==> config.mk <==
export PLATFORM = sky130hd
export DESIGN_NAME = instr_fetch_unit
export DESIGN_NICKNAME = d
export VERILOG_FILES = /design/src/rtl/mips_pkg.sv /design/src/rtl/fetch_skid_fifo.sv /design/src/rtl/instr_fetch_unit.sv
export SDC_FILE = /design/constraint.sdc
export NUM_CORES = 1
export LEC_CHECK = 0
export CAP_MARGIN = 5
export CORE_MARGIN = 1.5
export CORE_UTILIZATION = 57
export CTS_CLUSTER_SIZE = 20
export DETAILED_ROUTE_END_ITERATION = 16
export PLACE_DENSITY = 0.95
export SYNTH_ARGS = -nofsm -noshare
export SYNTH_HDL_FRONTEND = slang
export SYNTH_HIERARCHICAL = 1
export SYNTH_SLANG_ARGS = --single-unit
==> constraint.sdc <==
create_clock -name clk -period 6.8 [get_ports clk]
set_input_delay 1.02 -clock clk [delete_from_list [all_inputs] [get_ports clk]]
set_output_delay 1.02 -clock clk [all_outputs]
set_load 0.05 [all_outputs]
==> src/rtl/mips_pkg.sv <==
// Shared definitions for the MIPS datapath: opcode constants, fetch FSM states
// and the fetch-buffer entry layout.
package mips_pkg;

    localparam int XLEN = 32;

    localparam logic [5:0]      OPC_RTYPE = 6'h00;
    localparam logic [5:0]      OPC_LUI   = 6'h0F;
    localparam logic [XLEN-1:0] INSTR_NOP = 32'h0000_0000;

    typedef enum logic [1:0] {
        IDLE,
        REQ,
        DRAIN,
        FULL
    } fetchState_t;

    typedef struct packed {
        logic [XLEN-1:0] instr;
        logic [XLEN-1:0] pc;
    } fetchEntry_t;

    function automatic logic [5:0] opcodeOf(input logic [XLEN-1:0] instr);
        return instr[31:26];
    endfunction

    function automatic logic [XLEN-1:0] alignWord(input logic [XLEN-1:0] addr);
        return {addr[XLEN-1:2], 2'b00};
    endfunction

endpackage

==> src/rtl/fetch_skid_fifo.sv <==
// Two-entry fetch buffer: the head register drives the decode interface
// directly, the tail register absorbs one word of backpressure.
module fetch_skid_fifo
    import mips_pkg::*;
#(
    parameter logic [XLEN-1:0] RESET_PC = 32'h0000_0000
) (
    input  logic        clk,
    input  logic        rst,
    input  logic        flush,
    input  logic        push,
    input  fetchEntry_t pushEntry,
    input  logic        pop,
    output fetchEntry_t headEntry,
    output logic        headValid,
    output logic [1:0]  count
);

    fetchEntry_t headReg;
    fetchEntry_t tailReg;
    logic [1:0]  countReg;
    logic [1:0]  countNext;
    logic        doPop;
    logic        doPush;
    logic        loadHeadNew;
    logic        loadHeadTail;
    logic        loadTail;

    // A push into a full buffer is only legal when the head leaves in the same cycle.
    always_comb begin
        doPop        = pop && (countReg != 2'd0);
        doPush       = push && ((countReg != 2'd2) || doPop);
        loadHeadNew  = doPush && ((countReg == 2'd0) || ((countReg == 2'd1) && doPop));
        loadHeadTail = doPop && (countReg == 2'd2);
        loadTail     = doPush && (((countReg == 2'd1) && !doPop) || (countReg == 2'd2));
        countNext    = countReg + {1'b0, doPush} - {1'b0, doPop};
    end

    always_ff @(posedge clk or posedge rst) begin
        if (rst) begin
            countReg <= 2'd0;
            headReg  <= '{instr: INSTR_NOP, pc: RESET_PC};
        end else if (flush) begin
            countReg <= 2'd0;
        end else begin
            countReg <= countNext;
            if (loadHeadNew) begin
                headReg <= pushEntry;
            end else if (loadHeadTail) begin
                headReg <= tailReg;
            end
        end
    end

    always_ff @(posedge clk) begin
        if (!flush && loadTail) begin
            tailReg <= pushEntry;
        end
    end

    assign headEntry = headReg;
    assign headValid = (countReg != 2'd0);
    assign count     = countReg;

endmodule

==> src/rtl/instr_fetch_unit.sv <==
// Instruction fetch stage: owns the PC, runs the imem req/ack handshake and
// feeds decode through a two-entry buffer; redirects flush and refetch.
module instr_fetch_unit
    import mips_pkg::*;
#(
    parameter logic [XLEN-1:0] RESET_PC = 32'h0000_0000
) (
    input  logic            clk,
    input  logic            rst,
    output logic            imem_req,
    output logic [XLEN-1:0] imem_addr,
    input  logic            imem_ack,
    input  logic [XLEN-1:0] imem_rdata,
    output logic            if_valid,
    input  logic            if_ready,
    output logic [XLEN-1:0] if_instr,
    output logic [5:0]      if_opcode,
    output logic [XLEN-1:0] if_pc,
    input  logic            redirect,
    input  logic [XLEN-1:0] redirect_pc
);

    fetchState_t     state;
    fetchState_t     stateNext;
    logic [XLEN-1:0] pc;
    logic [XLEN-1:0] pcNext;
    logic [XLEN-1:0] drainAddr;
    logic [XLEN-1:0] drainAddrNext;
    logic            ackSeen;
    logic            popEn;
    logic            pushEn;
    logic            flushEn;
    logic [1:0]      fifoCount;
    logic [1:0]      occAfterPush;
    logic            headValid;
    fetchEntry_t     headEntry;
    fetchEntry_t     pushEntry;

    // An ack is only meaningful while a request is actually outstanding.
    assign imem_req     = (state == REQ) || (state == DRAIN);
    assign ackSeen      = imem_ack && imem_req;
    assign popEn        = headValid && if_ready;
    assign imem_addr    = (state == DRAIN) ? drainAddr : pc;
    assign pushEntry    = '{instr: imem_rdata, pc: pc};
    assign occAfterPush = fifoCount + 2'd1 - {1'b0, popEn};

    always_comb begin
        stateNext     = state;
        pcNext        = pc;
        drainAddrNext = drainAddr;
        pushEn        = 1'b0;
        flushEn       = 1'b0;
        if (redirect) begin
            flushEn = 1'b1;
            pcNext  = alignWord(redirect_pc);
            // An unanswered request must still be drained; its address stays on the bus.
            case (state)
                REQ: begin
                    if (ackSeen) begin
                        stateNext = REQ;
                    end else begin
                        stateNext     = DRAIN;
                        drainAddrNext = pc;
                    end
                end
                DRAIN:   stateNext = ackSeen ? REQ : DRAIN;
                default: stateNext = REQ;
            endcase
        end else begin
            case (state)
                IDLE: stateNext = REQ;
                REQ: begin
                    if (ackSeen) begin
                        pushEn = 1'b1;
                        pcNext = pc + 32'd4;
                        if (occAfterPush == 2'd2) begin
                            stateNext = FULL;
                        end
                    end
                end
                DRAIN: begin
                    if (ackSeen) begin
                        stateNext = REQ;
                    end
                end
                FULL: begin
                    if (popEn) begin
                        stateNext = REQ;
                    end
                end
                default: stateNext = IDLE;
            endcase
        end
    end

    always_ff @(posedge clk or posedge rst) begin
        if (rst) begin
            state     <= IDLE;
            pc        <= RESET_PC;
            drainAddr <= RESET_PC;
        end else begin
            state     <= stateNext;
            pc        <= pcNext;
            drainAddr <= drainAddrNext;
        end
    end

    fetch_skid_fifo #(
        .RESET_PC(RESET_PC)
    ) uFifo (
        .clk       (clk),
        .rst       (rst),
        .flush     (flushEn),
        .push      (pushEn),
        .pushEntry (pushEntry),
        .pop       (popEn),
        .headEntry (headEntry),
        .headValid (headValid),
        .count     (fifoCount)
    );

    assign if_valid  = headValid;
    assign if_instr  = headEntry.instr;
    assign if_pc     = headEntry.pc;
    assign if_opcode = opcodeOf(headEntry.instr);

endmodule
==> summary.md, run 1 <==
| Metric | Value |
|---|---|
| Sequential element share of the synthesized area | `54.95%` |
| Multi-input combinational cell area | `3839 sq um` |
| Synth Area in Compound Gates | `4.186%` |
| Post-layout nets | `886` |
| Number of CTS-inserted buffers | `17` |
| Fraction of registers with async set/reset | `66.67%` |
| Max frequency | `0.2572 GHz` |
| Crit path kind | `reg -> out` |
| Hold-fix buffer count after cts | `0` |
| Pwr/cell area | `445.3 nW/um^2` |
| RSZ-0062 raised after global routing | `false` |
| Area delta synth->final | `24.36%` |
| Post-synth EDFFs | `64` |
| Final hold vios | `0` |
| CP max FO | `43` |
| DP HPWL | `13820 um` |
| Worst relative slew slack | `31.60%` |
| Sw Share | `40.55%` |
| P_sw | `2.094 mW` |
| Wire per inst | `19.62 um` |
| Final setup skew | `0.01050 ns` |
| CTS tree | `built` |
| Core area | `15940 sq um` |
| FF-to-FF setup slack | `3.71 ns` |
| Worst-path clk slew | `0.07 ns` |
| Worst-Skew Late Latency | `0.42 ns` |
| Final setup violating endpoints | `0` |
| Sequential Area | `5125 sq um` |
| Chip Height | `130.9 um` |
| Drt total wl | `20350 um` |
| DR vias | `5832` |
| Htree depth | `4` |
| Clock sink total | `192` |
| Simple-Gate Fraction of Synth Area | `7.942%` |
| Total global-route track usage | `24.74%` |
| Flop pwr share | `33.6%` |
| CP endpoint kind | `output port` |
| Avg Cell Area, Syn | `14.33 sq um` |
| Share of post-route cells with drive strength above 1 | `28.14%` |
| Placed inst area | `11050 sq um` |
| DR DRC count | `0` |
| Largest family of logic cells by synthesized area | `multiplexers` |
| CP Launch Type | `flip-flop` |
| Clock network power share | `18.2%` |
| Vias per cell | `5.624` |
| Vias in the first global route | `5950` |
| Cell variety after synth | `53` |
| Antenna viol nets, final | `0` |
| Initial Util | `58.50%` |
| Status | `finished clean` |
| Slew @ Worst Pin | `1.026 ns` |
| Cell row count | `46` |
| Crit path from | `state[0]` |
| PostCTS Resize Cnt | `0` |
| Comb power frac | `48.3%` |
| XOR/XNOR Fraction of Synth Area | `1.409%` |
| Root Driver | `clkbuf_16` |
| Synth Register Bits | `192` |
| Max-slew violation count | `0` |
| Syn. warnings | `6` |
| Post-synthesis mux area share | `26.40%` |
| Final worst path period need | `3.889 ns` |
| Worst hold start | `drainAddr[26]` |
| Gpl congestion | `0.8236` |
| Initial DRC Count | `417` |
| Crit path DAT | `2.87 ns` |
| Final period utilization | `57.19%` |
| Initial antenna violation count | `0` |
| Hold Path Class | `reg -> reg` |
| Total leakage power | `4.815 nW` |
| Post-Route Setup TNS | `0 ns` |
| Global-route wire length before repair | `32150 um` |
| FF-to-FF Start | `uFifo/count[1]` |
| Gr ovfl total | `0` |
| Port-buffer cells | `168` |
| Antenna diode count | `0` |
| Adder-Cell Fraction of Synth Area | `0.9391%` |
| VDD IR-drop max | `244.3 uV` |
| Full die area | `17140 sq um` |
| FILL cells | `1036` |
| Cell area after synthesis | `9326 sq um` |
| Int Pwr | `3.070 mW` |
| Synth Instances | `651` |
| Final Instance Area | `11600 sq um` |
| Top_reg_cell synth | `dfrtp_1` |
| Clk buf depth | `2` |
| Die X | `130.9 um` |
| Max-Cap Viols | `0` |
| Post-CTS setup repair buffer count | `0` |
| IO Pins | `173` |
| Largest net degree at the start of global routing | `63` |
| WP data required | `5.78 ns` |
| DR pass1 iterations | `5` |
-- through the flow --
stage	power [mW]	cells	worst slack [ns]	hold WS [ns]	utilization [%]
after CTS	5.197	1037	2.902	0.5073	72.75
after detailed placement	4.255	1007	3.021	0.4920	69.33
final	5.165	1037	2.911	0.5052	72.75
after global placement	4.181	1007	3.040	0.4833	69.33
after global routing	5.378	1037	2.658	0.5226	72.75
after floorplan	3.521	656	3.237	0.4449	-
-- kinds of logic after synthesis --
kind of cell    Yosys count
compound gates           60
xor+xnor                 15
fa+ha+maj                 7
buf+inv                  62
flops                   192
mux                     179
other cells               1
simple gates            135
-- power groups by stage --
stage          Combinational [mW]  Clock [mW]  Sequential [mW]
6_report                     2.49       0.938             1.73
5_1_grt                      2.61       0.999             1.77
4_1_cts                      2.51       0.955             1.74
3_5_place_dp                 2.50           0             1.76
3_3_place_gp                 2.45           0             1.73
2_1_floorplan                1.15           0             2.37
-- synthesized netlist by cell type, types with 3 or more instances --
master | count | share of area (%)
mux2_4 | 120 | 19
edfxtp_1 | 64 | 21
nor4_1 | 9 | 0.60
dfrtp_1 | 128 | 34
nand3_1 | 11 | 0.59
a31oi_1 | 10 | 0.67
inv_1 | 19 | 0.76
ha_1 | 7 | 0.94
or3_1 | 4 | 0.27
mux2i_1 | 3 | 0.32
nand2_1 | 42 | 1.7
o31ai_1 | 4 | 0.32
mux2_2 | 56 | 6.8
o21ai_0 | 31 | 1.7
clkbuf_1 | 19 | 0.76
or4_1 | 3 | 0.24
nand4_1 | 13 | 0.87
nor2_1 | 19 | 0.76
buf_6 | 7 | 0.85
and2_1 | 3 | 0.20
xnor2_1 | 12 | 1.1
buf_8 | 6 | 0.97
a311o_1 | 4 | 0.43
nand2b_1 | 3 | 0.20
nor3_1 | 8 | 0.43
xor2_1 | 3 | 0.28
buf_4 | 8 | 0.64
-- registers in the layout, summed over array words and instances, names as in the netlist --
register	cells
uFifo/tailReg	64
drainAddr	30
state	2
uFifo/headEntry	64
pc	30
uFifo/count	2
-- path summary, 6_finish.rpt --
path | end | cells past startpoint
max reg2reg | uFifo/tailReg[57] | 7
max | imem_addr[20] | 5
max in group asynchronous | uFifo/headEntry[31] | 3
min in group asynchronous | uFifo/headEntry[60] | 2
min reg2reg | drainAddr[26] | 1
min | drainAddr[26] | 1
-- per-layer routing --
metal | vias to the layer above | global-route usage (%) | wire, um
met2 | 195 | 42.48 | 10100
met5 | - | 0 | 0
met3 | 25 | 4.560 | 1246
met1 | 2929 | 32.09 | 8714
li1 | 2683 | - | -
met4 | 0 | 7.692 | 282
-- cells in the final DEF, fill, tap and decap left out, drive strengths merged, types with 3 or more instances in the layout --
master | netlist | routed
mux2 | 176 | 176
nor4 | 9 | 9
nand4 | 14 | 14
nand3b | 3 | 3
nand2 | 42 | 42
and3 | 3 | 3
clkbuf | 19 | 20
nor3 | 9 | 9
inv | 19 | 20
clkdlybuf4s50 | 0 | 167
conb | 1 | 6
o31ai | 4 | 4
nand2b | 4 | 4
nand3 | 11 | 11
or3 | 6 | 6
or4 | 3 | 3
mux2i | 3 | 3
xnor2 | 12 | 12
ha | 7 | 7
clkinv | 1 | 7
xor2 | 3 | 3
and2 | 3 | 3
buf | 23 | 10
o21ai | 31 | 31
dfrtp | 128 | 128
nor2 | 19 | 19
edfxtp | 64 | 64
a311o | 4 | 4
a31oi | 10 | 10
-- cell type report --
class	instances	area share (%)
sequential	192	44.19
inverter	20	0.6473
timing repair buffer	177	15.04
multi-input combinational	402	33.10
clock buffer	20	3.937
tap	216	2.330
clock inverter	10	0.7659
-- worst max-delay path: stages (launching register included) --
cell	delay (ns)
dfrtp_1	0.41
inv_1	0.09
ha_2	0.79
nand2_1	0.10
o21ai_0	0.17
clkdlybuf4s50_1	0.88
No activity file was read; power rests on OpenSTA's default activity.
==> run 2, diff against run 1 <==
--- a/config.mk
+++ b/config.mk
@@ -7,10 +7,10 @@
 export LEC_CHECK = 0
 export CAP_MARGIN = 5
 export CORE_MARGIN = 1.5
-export CORE_UTILIZATION = 57
+export CORE_UTILIZATION = 48
 export CTS_CLUSTER_SIZE = 20
 export DETAILED_ROUTE_END_ITERATION = 16
-export PLACE_DENSITY = 0.95
+export PLACE_DENSITY = 0.86
 export SYNTH_ARGS = -nofsm -noshare
 export SYNTH_HDL_FRONTEND = slang
 export SYNTH_HIERARCHICAL = 1
==> constraint.sdc (replaced) <==
create_clock -name clk -period 3.3 [get_ports clk]
set_input_delay 0.495 -clock clk [delete_from_list [all_inputs] [get_ports clk]]
set_output_delay 0.495 -clock clk [all_outputs]
set_load 0.05 [all_outputs]
==> run 2 against run 1 <==
Effect of this change: combinational power up 110%; first-iteration DRC count up 8.9%; sequential power up 110%; clock skew down 0.0022 ns; via count about the same; routed wire length down 0.61%; setup slack worse by 2.7 ns; largest cell class unchanged; clock power up 120%.
==> summary.md, run 2 (same netlist as run 1, synthesis figures left out) <==
| Metric | Value |
|---|---|
| Final worst path period need | `3.097 ns` |
| Clock sink total | `192 (unchanged)` |
| Post-Route Setup TNS | `0 ns (unchanged)` |
| Worst-path clk slew | `0.07 ns (about the same)` |
| Full die area | `20270 sq um (was 17140 sq um)` |
| Largest net degree at the start of global routing | `59 (was 63)` |
| IO Pins | `173 (unchanged)` |
| Number of CTS-inserted buffers | `17 (unchanged)` |
| Routed met1 length | `9152 um (was 8714 um)` |
| Top Metal Used | `met4 (unchanged)` |
| Worst-Skew Late Latency | `0.42 ns (about the same)` |
| CP max FO | `36 (was 43)` |
| Total global-route track usage | `20.56% (was 24.74%)` |
| Final hold vios | `0 (unchanged)` |
| RSZ-0062 raised after global routing | `false (unchanged)` |
| Vias in the first global route | `5882 (was 5950)` |
| FF-to-FF Start | `uFifo/count[1] (unchanged)` |
| Worst relative slew slack | `46.30% (was 31.60%)` |
| Initial DRC Count | `454 (was 417)` |
| CP endpoint kind | `output port (unchanged)` |
| Final setup violating endpoints | `0 (unchanged)` |
| Hold_ws | `0.3842 ns (was 0.5052 ns)` |
| Clk buf depth | `2 (unchanged)` |
| Chip Height | `142.4 um (was 130.9 um)` |
| CTS tree | `built (unchanged)` |
| Total leakage power | `4.909 nW (was 4.815 nW)` |
| Max-slew violation count | `0 (unchanged)` |
| Hold-fix buffer count after cts | `0 (unchanged)` |
| Post-CTS setup repair buffer count | `0 (unchanged)` |
| Max-Cap Viols | `0 (unchanged)` |
| Die X | `142.4 um (was 130.9 um)` |
| Status | `finished clean (unchanged)` |
| Drt total wl | `20220 um (was 20350 um)` |
| Area delta synth->final | `26.34% (was 24.36%)` |
| DR WL met2 | `9586 um (was 10100 um)` |
| Antenna viol nets, final | `0 (unchanged)` |
| Initial Util | `49.36% (was 58.50%)` |
| Port-buffer cells | `168 (unchanged)` |
| Most frequent cells in the layout | `clkdlybuf4s50_1 (160), dfrtp_1 (128), mux2_4 (120), edfxtp_1 (64), mux2_2 (56) (was clkdlybuf4s50_1 (167), dfrtp_1 (128), mux2_4 (120), edfxtp_1 (64), mux2_2 (56))` |
| Crit path DAT | `2.60 ns (was 2.87 ns)` |
| Share of post-route cells with drive strength above 1 | `30.01% (was 28.14%)` |
| Root Driver | `clkbuf_16 (unchanged)` |
| Final setup skew | `0.008314 ns (was 0.01050 ns)` |
| Gpl congestion | `0.8105 (was 0.8236)` |
| Gr ovfl total | `0 (unchanged)` |
| Pwr/cell area | `910.9 nW/um^2 (was 445.3 nW/um^2)` |
| Global-route wire length before repair | `32010 um (was 32150 um)` |
| Most common cell after layout, fill and taps aside | `clkdlybuf4s50_1 (unchanged)` |
| Core area | `18890 sq um (was 15940 sq um)` |
| Slew @ Worst Pin | `0.8055 ns (was 1.026 ns)` |
| Htree depth | `4 (unchanged)` |
| Wire per inst | `18.48 um (was 19.62 um)` |
| VDD IR-drop max | `377.1 uV (was 244.3 uV)` |
| Initial antenna violation count | `1 (was 0)` |
| Vias per cell | `5.330 (was 5.624)` |
| Final period utilization | `93.84%` |
| DR WL met3 | `1152 um (was 1246 um)` |
| CP Launch Type | `flip-flop (unchanged)` |
| Cell row count | `50 (was 46)` |
| FILL cells | `1461 (was 1036)` |
| DR DRC count | `0 (unchanged)` |
| DR pass1 iterations | `5 (unchanged)` |
| WP data required | `2.80 ns (was 5.78 ns)` |
| Cells on worst reg2reg path | `8 (was 7)` |
| FF-to-FF setup slack | `0.34 ns (was 3.71 ns)` |
| Post-layout nets | `896 (was 886)` |
| R2R Path End | `uFifo/headEntry[48] (was uFifo/tailReg[57])` |
| Crit path kind | `reg -> out (unchanged)` |
| Max frequency | `0.3229 GHz` |
| PostCTS Resize Cnt | `0 (unchanged)` |
| Hold Path Class | `in -> async (was reg -> reg)` |
| DP HPWL | `13730 um (was 13820 um)` |
| DR vias | `5831 (was 5832)` |
[run 2: layout make-up]
type	instances	area [sq um]	area share, %
antenna	1	2.502	0.02124
clock buffer	23	499.2	4.237
clock inverter	9	91.34	0.7752
inverter	20	76.32	0.6478
multi-input combinational	402	3836	32.56
sequential	192	5125	43.50
tap	260	325.3	2.761
timing repair buffer	187	1827	15.50
[run 2: per-stage QoR]
stage | worst slack [ns] | utilization [%] | std cells | area [sq um] | total power, mW
after floorplan | 0.5953 | - | 656 | 9346 | 7.254
after global routing | 0.1014 | 62.36 | 1094 | 11780 | 11.20
after detailed placement | 0.3207 | 59.23 | 1061 | 11190 | 8.750
final | 0.2034 | 62.36 | 1094 | 11780 | 10.73
after CTS | 0.1929 | 62.35 | 1093 | 11780 | 10.82
after global placement | 0.3591 | 59.23 | 1061 | 11190 | 8.639
[run 2: per-layer routing]
metal / vias up / GRT usage, %
met5: - / 0
met3: 22 / 4.879
met1: 2910 / 28.02
met4: 0 / 6.077
li1: 2701 / -
met2: 198 / 32.81
[run 2: critical path, stage by stage, from the launching register on]
cell	delay (ns)
dfrtp_1	0.40
inv_1	0.09
ha_1	0.15
buf_4	0.41
mux2_2	0.42
clkdlybuf4s50_1	0.70
[run 2: power by group]
part / internal [mW] / switching [mW]
registers: 3.12 / 0.443
clock network: 1.16 / 0.880
logic: 2.14 / 2.99
[run 2: how the worst max path moves through the flow]
stage,start,end,cells after the start,slack [ns]
final,state[0],imem_addr[31],5,0.20
after global routing,state[0],imem_addr[18],6,0.10
after CTS,state[0],imem_addr[31],5,0.19
after detailed placement,imem_ack,uFifo/headEntry[47],6,0.32
after global placement,imem_ack,uFifo/headEntry[44],6,0.36
after floorplan,uFifo/count[1],uFifo/tailReg[0],6,0.60
